--- src/rtl/nl_fc_pkg.sv ---
// Shared types, constants and helpers for output-port credit flow control.
// The optional credit-error checking is enabled by the macro NL_FC_CREDIT_CHECK_EN.
package nl_fc_pkg;

  // ceil(log2(n)), never less than 1, so that it can size a bus.
  function automatic int clogb2(input int n);
    int r;
    r = 0;
    while ((1 << r) < n) r++;
    return (r < 1) ? 1 : r;
  endfunction

  localparam int FC_NUM_VCS        = 2;
  localparam int FC_MAX_CREDIT_RET = 2;
  // Wide enough to carry out-of-range indices, which the receiver ignores.
  localparam int FC_VC_IDX_BITS    = 3;
  localparam int FC_RET_BITS       = clogb2(FC_MAX_CREDIT_RET + 1);

  typedef logic [FC_VC_IDX_BITS-1:0] vc_index_t;

  typedef struct packed {
    logic [FC_NUM_VCS-1:0] vc_id;
  } flit_ctrl_t;

  typedef struct packed {
    flit_ctrl_t control;
  } flit_t;

  typedef struct packed {
    logic                   credit_valid;
    vc_index_t              credit;
    logic [FC_RET_BITS-1:0] credit_cnt;
  } chan_cntrl_multi_t;

  function automatic vc_index_t oh2bin(input logic [FC_NUM_VCS-1:0] oh);
    vc_index_t idx;
    idx = '0;
    for (int i = 0; i < FC_NUM_VCS; i++)
      if (oh[i]) idx = idx | vc_index_t'(i);
    return idx;
  endfunction

endpackage

--- src/rtl/nl_fc_credit_counter.sv ---
// One VC's saturating credit counter with registered blocked/empty flags.
// With NL_FC_CREDIT_CHECK_EN defined, a sticky over/underflow flag is kept.
module nl_fc_credit_counter
  import nl_fc_pkg::*;
#(
  parameter int init_credits = 4,
  parameter int counter_bits = 3,
  parameter int ret_bits     = 2
) (
  input  logic                    clk,
  input  logic                    rst,
  input  logic [ret_bits-1:0]     inc,
  input  logic                    dec,
  input  logic                    reinit,
  output logic [counter_bits-1:0] credits,
  output logic                    status,
  output logic                    empty,
  output logic                    err
);

  localparam int SUM_BITS = counter_bits + ret_bits + 1;
  localparam logic [counter_bits-1:0] INIT = counter_bits'(init_credits);

  logic [counter_bits-1:0] count_q, count_d;
  logic [SUM_BITS-1:0]     sum_inc, sum_net;
  logic                    underflow, overflow;
  logic                    status_q, empty_q;

  // NOTE: every variable written here gets a value on every path, so no latch is inferred.
  always_comb begin
    sum_inc   = SUM_BITS'(count_q) + SUM_BITS'(inc);
    underflow = dec && (sum_inc == '0);
    sum_net   = sum_inc - SUM_BITS'(dec);
    overflow  = !underflow && (sum_net > SUM_BITS'(init_credits));
    if (reinit)         count_d = INIT;
    else if (underflow) count_d = '0;
    else if (overflow)  count_d = INIT;
    else                count_d = sum_net[counter_bits-1:0];
  end

  // NOTE: state uses non-blocking assignments so every flop samples pre-edge values.
  always_ff @(posedge clk or posedge rst) begin
    if (rst) begin
      count_q  <= INIT;
      status_q <= 1'b0;
      empty_q  <= 1'b1;
    end else begin
      count_q  <= count_d;
      status_q <= (count_d == '0);
      empty_q  <= (count_d == INIT);
    end
  end

  assign credits = count_q;
  assign status  = status_q;
  assign empty   = empty_q;

`ifdef NL_FC_CREDIT_CHECK_EN
  logic err_q;

  always_ff @(posedge clk or posedge rst) begin
    if (rst) begin
      err_q <= 1'b0;
    end else if (reinit) begin
      err_q <= 1'b0;
    end else if (underflow || overflow) begin
      err_q <= 1'b1;
      $error("credit %s on VC counter (count=%0d inc=%0d dec=%0b)",
             underflow ? "underflow" : "overflow", count_q, inc, dec);
    end
  end

  assign err = err_q;
`else
  assign err = 1'b0;
`endif

endmodule

--- src/rtl/nl_vc_credit_fc_out.sv ---
// Output-port credit flow control: one credit counter per virtual channel.
// Define NL_FC_CREDIT_CHECK_EN to enable sticky credit-error flags.
module nl_vc_credit_fc_out
  import nl_fc_pkg::*;
#(
  parameter int num_vcs        = FC_NUM_VCS,
  parameter int init_credits   = 4,
  parameter int max_credit_ret = FC_MAX_CREDIT_RET,
  parameter int counter_bits   = clogb2(init_credits + 1),
  parameter int ret_bits       = clogb2(max_credit_ret + 1)
) (
  input  logic                            clk,
  input  logic                            rst,
  input  flit_t                           flit,
  input  logic                            flit_valid,
  input  chan_cntrl_multi_t               channel_cntrl_in,
  input  logic [num_vcs-1:0]              credit_reinit,
  output logic [num_vcs-1:0]              vc_status,
  output logic [num_vcs-1:0]              vc_empty,
  output logic [num_vcs*counter_bits-1:0] vc_credits,
  output logic [num_vcs-1:0]              credit_err
);

  // flit.control.vc_id is sized by FC_NUM_VCS; num_vcs must not exceed it.
  for (genvar v = 0; v < num_vcs; v++) begin : g_vc
    logic [ret_bits-1:0] inc;
    logic                dec;

    // Indices at or beyond num_vcs never match and are therefore dropped.
    assign inc = (channel_cntrl_in.credit_valid && channel_cntrl_in.credit == vc_index_t'(v))
               ? ret_bits'(channel_cntrl_in.credit_cnt) : '0;
    assign dec = flit_valid && flit.control.vc_id[v];

    nl_fc_credit_counter #(
      .init_credits (init_credits),
      .counter_bits (counter_bits),
      .ret_bits     (ret_bits)
    ) u_counter (
      .clk     (clk),
      .rst     (rst),
      .inc     (inc),
      .dec     (dec),
      .reinit  (credit_reinit[v]),
      .credits (vc_credits[v*counter_bits +: counter_bits]),
      .status  (vc_status[v]),
      .empty   (vc_empty[v]),
      .err     (credit_err[v])
    );
  end

endmodule

--- config.mk ---
export PLATFORM = sky130hd
export DESIGN_NAME = nl_vc_credit_fc_out
export DESIGN_NICKNAME = d
export VERILOG_FILES = /design/src/rtl/nl_fc_pkg.sv /design/src/rtl/nl_fc_credit_counter.sv /design/src/rtl/nl_vc_credit_fc_out.sv
export SDC_FILE = /design/constraint.sdc
export NUM_CORES = 1
export LEC_CHECK = 0
export ABC_AREA = 0
export CAP_MARGIN = 20
export CORE_UTILIZATION = 45
export CTS_CLUSTER_SIZE = 20
export DETAILED_ROUTE_END_ITERATION = 6
export PLACE_DENSITY = 0.81
export RECOVER_POWER = 25
export SETUP_SLACK_MARGIN = 0.1
export SKIP_LAST_GASP = 1
export SYNTH_ARGS = -nofsm -noshare
export SYNTH_HDL_FRONTEND = slang
export SYNTH_SLANG_ARGS = --single-unit
--- constraint.sdc ---
create_clock -name clk -period 3 [get_ports clk]
set_input_delay 0.6 -clock clk [delete_from_list [all_inputs] [get_ports clk]]
set_output_delay 0.6 -clock clk [all_outputs]
set_load 0.05 [all_outputs]
After elaboration in Yosys (flattened, before gate mapping)
Cells that the tools add are included.
Widths: inputs -> output; s select.

cells by class
  $add $sub $neg = 4
  multiply operators = 0
  div/mod/pow operators = 0
  $lt $le $gt $ge = 2
  equal/unequal tests = 3
  shift-type cells = 0
  multiplexer cells = 8
  bitwise logic cells = 0
  reduce and logical (&&, ||, !) cells = 15

operators by type and width
  cell                number
  $mux 3              6
  $gt 6x3->1 const B  2
  $logic_not 6->1     2
  $sub 6x1->6         2
  $logic_not 3->1     3
  $add 3x2->4         2
  $logic_and 1x1->1   8
  $eq 3x3->1 const B  2
  $mux 2              2
  $eq 3x1->1 const B  1
  $logic_not 1->1     2

storage, ports and cells
  bits in registers = 10
  latch bits = 0
  memory bits (writable) = 0
  memory bits (read-only) = 0
  output and inout bits = 12
  logic and storage cells = 38
  memories = 0

Depth between registers and ports, before layout
Gate-level depths: netlist of run 1.

  word-level depth = 12
  mapped depth = 11

By module
A second synthesis of run 1 with hierarchy kept.

unflattened totals
  cell total of the unflattened synthesis = 90
  area total of the unflattened synthesis = 833.3 um2

modules (own cells, without submodules)
  module                                     times used  cells each  area an instance (um2)  sequential area each (um2)
  nl_fc_credit_counter at g_vc[0].u_counter  1           42          397.9                   127.6
  nl_fc_credit_counter at g_vc[1].u_counter  1           38          379.1                   127.6
  nl_vc_credit_fc_out                        1           10          56.3                    0.0

Worst setup path after synthesis of run 1
OpenSTA, ideal clock, no wires.

  kind = input port to flip-flop
  start = in channel_cntrl_in[5] (netlist bit)
  end = reg g_vc[1].u_counter.status_q
  arrival = 2.660 ns
  data required time = 2.880 ns
  setup slack = 0.220 ns
  cell stages on the path = 10
  path buffers = 0
  path through = nor3b_1 > and3_1 > ha_1 > fa_1 > inv_1 > ha_1 > nor3b_1 > nand4b_1 > o311a_1 > o211a_1

between the ends
  longest elaborated chain between the ends = 11
  elaborated cells between the ends (all ways) = 13
  those cells by class = add/sub: 2; order compare: 1; mux: 4; reduce/logical: 6

RTL lines
  element                                              line                        text
  start, declared                                      nl_vc_credit_fc_out.sv:16   input chan_cntrl_multi_t channel_cntrl_in,
  $logic_and 1x1->1 (*)                                nl_vc_credit_fc_out.sv:30   assign inc = (channel_cntrl_in.credit_valid && channel_cntrl_in.credit == vc_index_t'(v))
  $mux 2 (*)                                           nl_vc_credit_fc_out.sv:31   ? ret_bits'(channel_cntrl_in.credit_cnt) : '0;
  $add 3x2->4 (*)                                      nl_fc_credit_counter.sv:31  sum_inc = SUM_BITS'(count_q) + SUM_BITS'(inc);
  branches (longest 5 deep; another with $sub 6x1->6)  n/a
  $mux 3 (*)                                           nl_fc_credit_counter.sv:36  else if (underflow) count_d = '0;
  $mux 3 (*)                                           nl_fc_credit_counter.sv:35  if (reinit) count_d = INIT;
  $logic_not 3->1 (*)                                  nl_fc_credit_counter.sv:49  status_q <= (count_d == '0);
  end signal, assigned                                 nl_fc_credit_counter.sv:49
  end, declared                                        nl_fc_credit_counter.sv:27  logic status_q, empty_q;

Every way passes the cells marked *.

Worst setup path after layout of run 1
  start = in channel_cntrl_in[2] (netlist bit)
  end = reg g_vc[1].u_counter.status_q

between the ends
  longest elaborated chain between the ends = 12
  elaborated cells between the ends (all ways) = 14
  those cells by class = add/sub: 2; order compare: 1; eq/ne: 1; mux: 4; reduce/logical: 6

RTL lines
  element                                              line
  $eq 3x1->1 (*)                                       nl_vc_credit_fc_out.sv:30
  $logic_and 1x1->1 (*)                                nl_vc_credit_fc_out.sv:30
  $mux 2 (*)                                           nl_vc_credit_fc_out.sv:31
  $add 3x2->4 (*)                                      nl_fc_credit_counter.sv:31
  branches (longest 5 deep; another with $sub 6x1->6)  n/a
  $mux 3 (*)                                           nl_fc_credit_counter.sv:36
  $mux 3 (*)                                           nl_fc_credit_counter.sv:35
  $logic_not 3->1 (*)                                  nl_fc_credit_counter.sv:49

Marks and branches as above.

==> results of run 1 <==
==> sequential cells by signal, indices dropped and copies added (netlist names) <==
| register | flops |
|---|---|
| g_vc.u_counter.status | 2 |
| g_vc.u_counter.credits | 6 |
| g_vc.u_counter.empty | 2 |
==> Yosys cell counts <==
cell and number:
nor3_1 4, fa_1 2, inv_1 11, o211a_1 2
nand4b_1 2, o22a_1 2, xor2_1 2, nor3b_1 3
nor2_1 4, ha_1 8, nand3b_1 2, dfrtp_1 6
and2_1 5, conb_1 1, a21oi_1 4, o211ai_1 4
nor2b_1 2, buf_4 6, nand2_1 6, dfstp_2 4
and2_2 1, and3_1 2, a21oi_4 2, o311a_1 2
==> critical path: cells and delay by family <==
| kind | cells | cell delay [ps] |
|---|---|---|
| adders and majority gates | 3 | 910 |
| AOI/OAI and AO/OA | 2 | 410 |
| buffers and inverters | 2 | 560 |
| and+or+nand+nor | 3 | 500 |
==> metrics by stage <==
stage	total power (uW)	setup WS [ps]	hold slack (ps)	TNS (ps)
6_report	408	169	749	0
5_1_grt	429	83.3	794	0
4_1_cts	408	84.7	615	0
3_5_place_dp	285	-288	762	-1570
3_3_place_gp	282	-225	736	-713
2_1_floorplan	247	220	437	0
==> power by group <==
| part | internal (uW) | switching [uW] | leakage, uW |
|---|---|---|---|
| logic | 60.6 | 78.1 | 0.000424 |
| registers | 146 | 6.17 | 0.000125 |
| clock network | 73.5 | 43.0 | 0.0000210 |
==> kinds of logic after synthesis <==
group,count (synthesis),share of synthesized area
flip-flops,10,0.311
other,1,0.00458
AO/OA/AOI/OAI,16,0.171
adder cells (fa/ha/maj),10,0.171
AND/OR/NAND/NOR,31,0.215
buffers and inverters,17,0.105
XOR/XNOR,2,0.0214
==> layout make-up <==
| type | count | area, um2 |
|---|---|---|
| Inverter | 11 | 41.3 |
| Clock buffer | 4 | 36.3 |
| Sequential cell | 10 | 255 |
| Fill cell | 130 | 524 |
| Multi-Input combinational cell | 61 | 528 |
| Tap cell | 25 | 31.3 |
| Timing Repair Buffer | 30 | 292 |
==> cell usage in the layout, fill, tap and decap left out, types with 2 or more instances in the layout <==
master,n
dfrtp_1,6
nand3b_1,2
ha_1,4
nor3_1,4
o311a_1,2
o211ai_1,4
inv_1,11
and3_1,2
a21oi_4,2
dfstp_2,4
nor3b_2,2
clkbuf_4,3
clkdlybuf4s50_1,18
xor2_1,2
nand2_1,6
conb_1,2
and2_1,5
nor2_1,3
buf_4,7
ha_2,3
nand4b_1,2
a21oi_1,4
o211a_1,2
nor2b_1,2
o22a_1,2
dlymetal6s2s_1,3
==> per-layer routing <==
layer | global-route usage | up-vias
li1 | - | 353
met1 | 0.228 | 322
met2 | 0.300 | 22
met3 | 0.0163 | 2
met4 | 0.0727 | 0
met5 | 0 | -
==> repair_timing <==
action / 4_1_cts / 5_1_grt
endpoints found under the setup margin: 3 / 7
gates resized for setup: 6 / 9
buffers inserted: 1 / 1
pin swaps: 1 / 12
==> worst max path at each step <==
stage                                    from                                  to  slack (ps)  cells past startpoint
after floorplan           channel_cntrl_in[5]  g_vc[1].u_counter.status$_DFF_PP0_         220                     10
after global placement    channel_cntrl_in[5]  g_vc[1].u_counter.status$_DFF_PP0_        -230                     11
after detailed placement  channel_cntrl_in[5]  g_vc[1].u_counter.status$_DFF_PP0_        -290                     10
after CTS                 channel_cntrl_in[5]  g_vc[1].u_counter.status$_DFF_PP0_          80                     11
after global routing      channel_cntrl_in[2]  g_vc[1].u_counter.status$_DFF_PP0_          80                     10
final                     channel_cntrl_in[2]  g_vc[1].u_counter.status$_DFF_PP0_         170                     10
==> flow_metrics.env, run 1 <==
export IMPL_layout_nets=140
export IMPL_hold_violations=0
export IMPL_rsz0062_at_grt="false"
export IMPL_antenna_found_initial=0
export IMPL_fp_coreArea_um2=1710
export IMPL_diodes=0
export IMPL_cts_inserted_buffers=3
export IMPL_fin_area_um2=1180
export IMPL_power_leakage_uw=0.000569
export IMPL_r2r_end="g_vc[1].u_counter.status$_DFF_PP0_"
export IMPL_area_growth_syn_to_layout_pct=44.4
export IMPL_ctsHoldBuffers=0
export IMPL_path_clk_slew_ps=70
export IMPL_ios=25
export IMPL_dieHeight_um=44.7
export IMPL_arrival_ps=2980
export IMPL_reg2reg_slack_ps=770
export IMPL_insertion_delay_ps=250
export IMPL_wl_met2_um=822
export IMPL_yosys_top_cells_area="dfrtp_1 18%, dfstp_2 13%, ha_1 12%, buf_4 5.5%, inv_1 5.0%"
export IMPL_yosysTopAreaCellShare=0.183
export IMPL_maxCapViolations=0
export IMPL_ir_worst_vdd_v=0.000297
export IMPL_grt_pass1_wl_mm=2.57
export IMPL_dp_cells=135
export IMPL_synth_seq_cells=10
export IMPL_ys_seq_area_frac=0.311
export IMPL_end_kind="flop"
export IMPL_grtUsageTotal=0.176
export IMPL_dp_hpwl_mm=1.29
export IMPL_grt_max_degree=11
export IMPL_grt_pass1_vias=640
export IMPL_synth_area_per_cell_um2=9.42
export IMPL_timing_fmax_mhz=353
export IMPL_post_synth_top_area_cell="dfrtp_1"
export IMPL_place_gp_congestion=0.758
export IMPL_num_vias=699
export IMPL_grt_overflow_total=0
export IMPL_syn_inst=87
export IMPL_post_route_drc_count=0
export IMPL_ant_nets=0
export IMPL_max_stage_delay_ps=550
export IMPL_p_per_area_nw_per_um2=344
export IMPL_die_width_um=44.7
export IMPL_min_period_over_period=0.944
export IMPL_dr_pass1_iters=4
export IMPL_cts_sinks=10
export IMPL_rr_worst_depth=8
export IMPL_wirelength_mm=1.65
export IMPL_synth_area_um2=820
export IMPL_fp_dieArea_um2=2000
export IMPL_setup_viol=0
export IMPL_hp_class="in -> async"
export IMPL_io_buffers=22
export IMPL_final_cells=141
export IMPL_cts_root_buf="clkbuf_4"
export IMPL_wire_per_inst_um=11.7
export IMPL_synthDistinctLibCells=24
export IMPL_critPathMaxFanout=4
export IMPL_highest_layer="met4"
export IMPL_path_cells="clkdlybuf4s50_1, and3_1, ha_2, fa_1, inv_1, ha_4, nor3b_2, nand4b_1, o311a_1, o211a_1"
export IMPL_path_class="in -> reg"
export IMPL_drive_above_1_share=0.241
export IMPL_worstPathRequired_ps=3140
export IMPL_r2r_start="g_vc[1].u_counter.credits[0]$_DFF_PP0_"
export IMPL_cts_buffer_depth=2
export IMPL_initial_utilization=0.480
export IMPL_row_count=15
export IMPL_slowest_stage="fa_1"
export IMPL_avgViaCountPerCell=4.96
export IMPL_yosysWarningCount=0
export IMPL_fin_util=0.693
export IMPL_status="finished clean"
export IMPL_timing_final_crit_period_ps=2830
export IMPL_cts_tree="yes"
export IMPL_wl_met1_um=719
export IMPL_placed_area_um2=1070
export IMPL_htree_levels=1
export IMPL_drv_slew=0
export IMPL_drt_iter0_markers=11
export IMPL_wl_met3_um=94
export IMPL_clock_skew_ps=1.18
export IMPL_startpoint_type="input pin"
(Power assumes the default switching activity.)
==> run 2: changes to the inputs <==
--- a/config.mk
+++ b/config.mk
@@ -7,10 +7,10 @@
 export LEC_CHECK = 0
 export ABC_AREA = 0
 export CAP_MARGIN = 20
-export CORE_UTILIZATION = 45
+export CORE_UTILIZATION = 30
 export CTS_CLUSTER_SIZE = 20
 export DETAILED_ROUTE_END_ITERATION = 6
-export PLACE_DENSITY = 0.81
+export PLACE_DENSITY = 0.59
 export RECOVER_POWER = 25
 export SETUP_SLACK_MARGIN = 0.1
 export SKIP_LAST_GASP = 1
==> constraint.sdc (replaced) <==
create_clock -name clk -period 3 [get_ports clk]
set_input_delay 0.6 -clock clk [delete_from_list [all_inputs] [get_ports clk]]
set_output_delay 0.6 -clock clk [all_outputs]
set_load 0.1 [all_outputs]
==> run 2 against run 1 <==
Cell count grew 5.0%. Combinational power grew 27%. Worst setup slack gained 83 ps. Largest power group is now combinational logic. Clock skew grew 2.0 ps. Sequential power is essentially flat. Clock-buffer cell count is the same. Sequential share of layout area shrank 0.51 points. Clock power is essentially flat.
==> flow_metrics.env, run 2 (same netlist as run 1, synthesis figures left out) <==
export IMPL_layout_nets=142
export IMPL_ant_nets=0
export IMPL_status="finished clean"
export IMPL_nFillCells=249
export IMPL_die_width_um=54.3
export IMPL_avgViaCountPerCell=4.80
export IMPL_path_class="in -> reg"
export IMPL_row_count=18
export IMPL_finalSetupTns_ps=0
export IMPL_drv_slew=0
export IMPL_critPathMaxFanout=4
export IMPL_clock_skew_ps=3.17
export IMPL_r2r_start="g_vc[0].u_counter.credits[0]$_DFF_PP0_"
export IMPL_path_cells="clkdlybuf4s50_1, nor2_1, ha_2, fa_2, inv_2, ha_4, nor3b_4, nand4b_1, o311a_1, o211a_1"
export IMPL_rsz0062_at_grt="false"
export IMPL_maxCapViolations=0
export IMPL_dieHeight_um=54.3
export IMPL_grt_pass1_vias=664
export IMPL_p_seq_frac=0.342
export IMPL_min_period_over_period=0.916
export IMPL_cts_sinks=10
export IMPL_dp_hpwl_mm=1.30
export IMPL_grtUsageTotal=0.128
export IMPL_antenna_found_initial=0
export IMPL_place_gp_congestion=0.717
export IMPL_hp_class="in -> async"
export IMPL_path_clk_slew_ps=60
export IMPL_timing_fmax_mhz=364
export IMPL_cp_startpoint="channel_cntrl_in[2]"
export IMPL_ios=25
export IMPL_power_leakage_uw=0.000592
export IMPL_max_stage_delay_ps=560
export IMPL_drive_above_1_share=0.356
export IMPL_fp_dieArea_um2=2940
export IMPL_hold_violations=0
export IMPL_whs_ps=740
export IMPL_cts_root_buf="clkbuf_4"
export IMPL_insertion_delay_ps=260
export IMPL_wirelength_mm=1.66
export IMPL_fp_coreArea_um2=2520
export IMPL_switching_share=0.372
export IMPL_cts_tree="yes"
export IMPL_wire_per_inst_um=11.2
export IMPL_setup_viol=0
export IMPL_grt_overflow_total=0
export IMPL_post_route_drc_count=0
export IMPL_ir_worst_vdd_v=0.000236
export IMPL_diodes=0
export IMPL_slowest_stage="fa_2"
export IMPL_worstPathRequired_ps=3150
export IMPL_cts_inserted_buffers=3
export IMPL_end_kind="flop"
export IMPL_startpoint_type="input pin"
export IMPL_largest_register_ffs=6
export IMPL_p_sw_uw=166
export IMPL_p_int_uw=280
export IMPL_p_per_area_nw_per_um2=368
export IMPL_fin_ws_ps=252
export IMPL_layout_common_cells="18 x buf_4, 9 x inv_1, 8 x clkdlybuf4s50_1, 6 x nand2_1, 6 x dfrtp_1"
export IMPL_initial_utilization=0.325
export IMPL_htree_levels=1
export IMPL_area_growth_syn_to_layout_pct=47.9
export IMPL_num_vias=711
export IMPL_grt_max_degree=11
export IMPL_io_buffers=22
export IMPL_dp_slack_ps=-231
export IMPL_arrival_ps=2890
export IMPL_drt_iter0_markers=2
export IMPL_dr_pass1_iters=2
export IMPL_timing_final_crit_period_ps=2750
export IMPL_grt_pass1_wl_mm=2.68
export IMPL_cts_buffer_depth=2
export IMPL_final_common_cell="buf_4"
export IMPL_p_comb_frac=0.396
export IMPL_clkPwrFrac=0.262
-- run 2: changes by cell type in the layout (fill, tap and decap cells not counted), moves of 2 or more --
cell / before / now
inv_1: 11 / 9
buf_4: 7 / 18
ha_2: 3 / 1
clkdlybuf4s50_1: 18 / 8
ha_4: 1 / 3
inv_2: 0 / 2
-- run 2: per-layer routing --
metal | global-route usage | vias up | part of all wire | wire length (um)
li1 | - | 354 | - | -
met3 | 0.0167 | 4 | 0.059 | 98
met5 | 0 | - | 0 | 0
met2 | 0.213 | 18 | 0.48 | 804
met4 | 0.0641 | 0 | 0.016 | 27
met1 | 0.161 | 335 | 0.44 | 730
-- run 2: cell type report --
cell class / instances / area [um2] / share of cell area
timing repair buffer: 32 / 285 / 0.235
tap: 30 / 37.5 / 0.0310
inverter: 11 / 41.3 / 0.0341
multi-input combinational: 61 / 557 / 0.459
sequential: 10 / 255 / 0.211
clock buffer: 4 / 36.3 / 0.0299
-- run 2: power by group through the flow --
stage | Combinational, uW | Clock [uW] | Sequential, uW
4_1_cts | 168 | 122 | 152
6_report | 177 | 117 | 153
5_1_grt | 190 | 128 | 154
3_5_place_dp | 164 | 0 | 155
3_3_place_gp | 162 | 0 | 155
2_1_floorplan | 101 | 0 | 182
-- run 2: path summary, 6_finish.rpt --
path,endpoint,cells past startpoint,slack (ps)
setup / recovery,g_vc[0].u_counter.status$_DFF_PP0_,10,250
hold / removal,g_vc[1].u_counter.status$_DFF_PP0_,2,740
setup reg to reg,g_vc[0].u_counter.status$_DFF_PP0_,8,780
hold reg to reg,g_vc[0].u_counter.credits[2]$_DFF_PP1_,3,750
max in group asynchronous,g_vc[0].u_counter.credits[2]$_DFF_PP1_,2,1950
min in group clk,g_vc[0].u_counter.credits[2]$_DFF_PP1_,3,750
-- run 2: stage by stage --
step,power [uW],area (um2),cells,utilization
after global placement,316,1060,140,0.419
after CTS,443,1120,145,0.444
after global routing,472,1210,148,0.481
after floorplan,284,823,88,-
after detailed placement,319,1060,140,0.419
final,447,1210,148,0.481
-- run 2: repair_timing --
| item | in CTS | in global routing |
|---|---|---|
| setup buffers | 1 | 3 |
| hold buffers | 0 | 0 |
| endpoints found under the setup margin | 4 | 7 |
| pin swaps | 1 | 10 |
| gates resized for setup | 5 | 16 |
-- run 2: critical path, delay by kind of cell --
kind,cells,cell delay (ps)
AOI/OAI and AO/OA,2,400
adders and majority gates,3,920
buffers and inverters,2,570
and+or+nand+nor,3,390
==> run 3: changes to the inputs <==
--- a/config.mk
+++ b/config.mk
@@ -6,6 +6,7 @@
 export NUM_CORES = 1
 export LEC_CHECK = 0
 export ABC_AREA = 0
+export ABC_CLOCK_PERIOD_IN_PS = 3000
 export CAP_MARGIN = 20
 export CORE_UTILIZATION = 30
 export CTS_CLUSTER_SIZE = 20
==> results of run 3 <==
Final layout, timing and power as in run 2 (identical DEF).
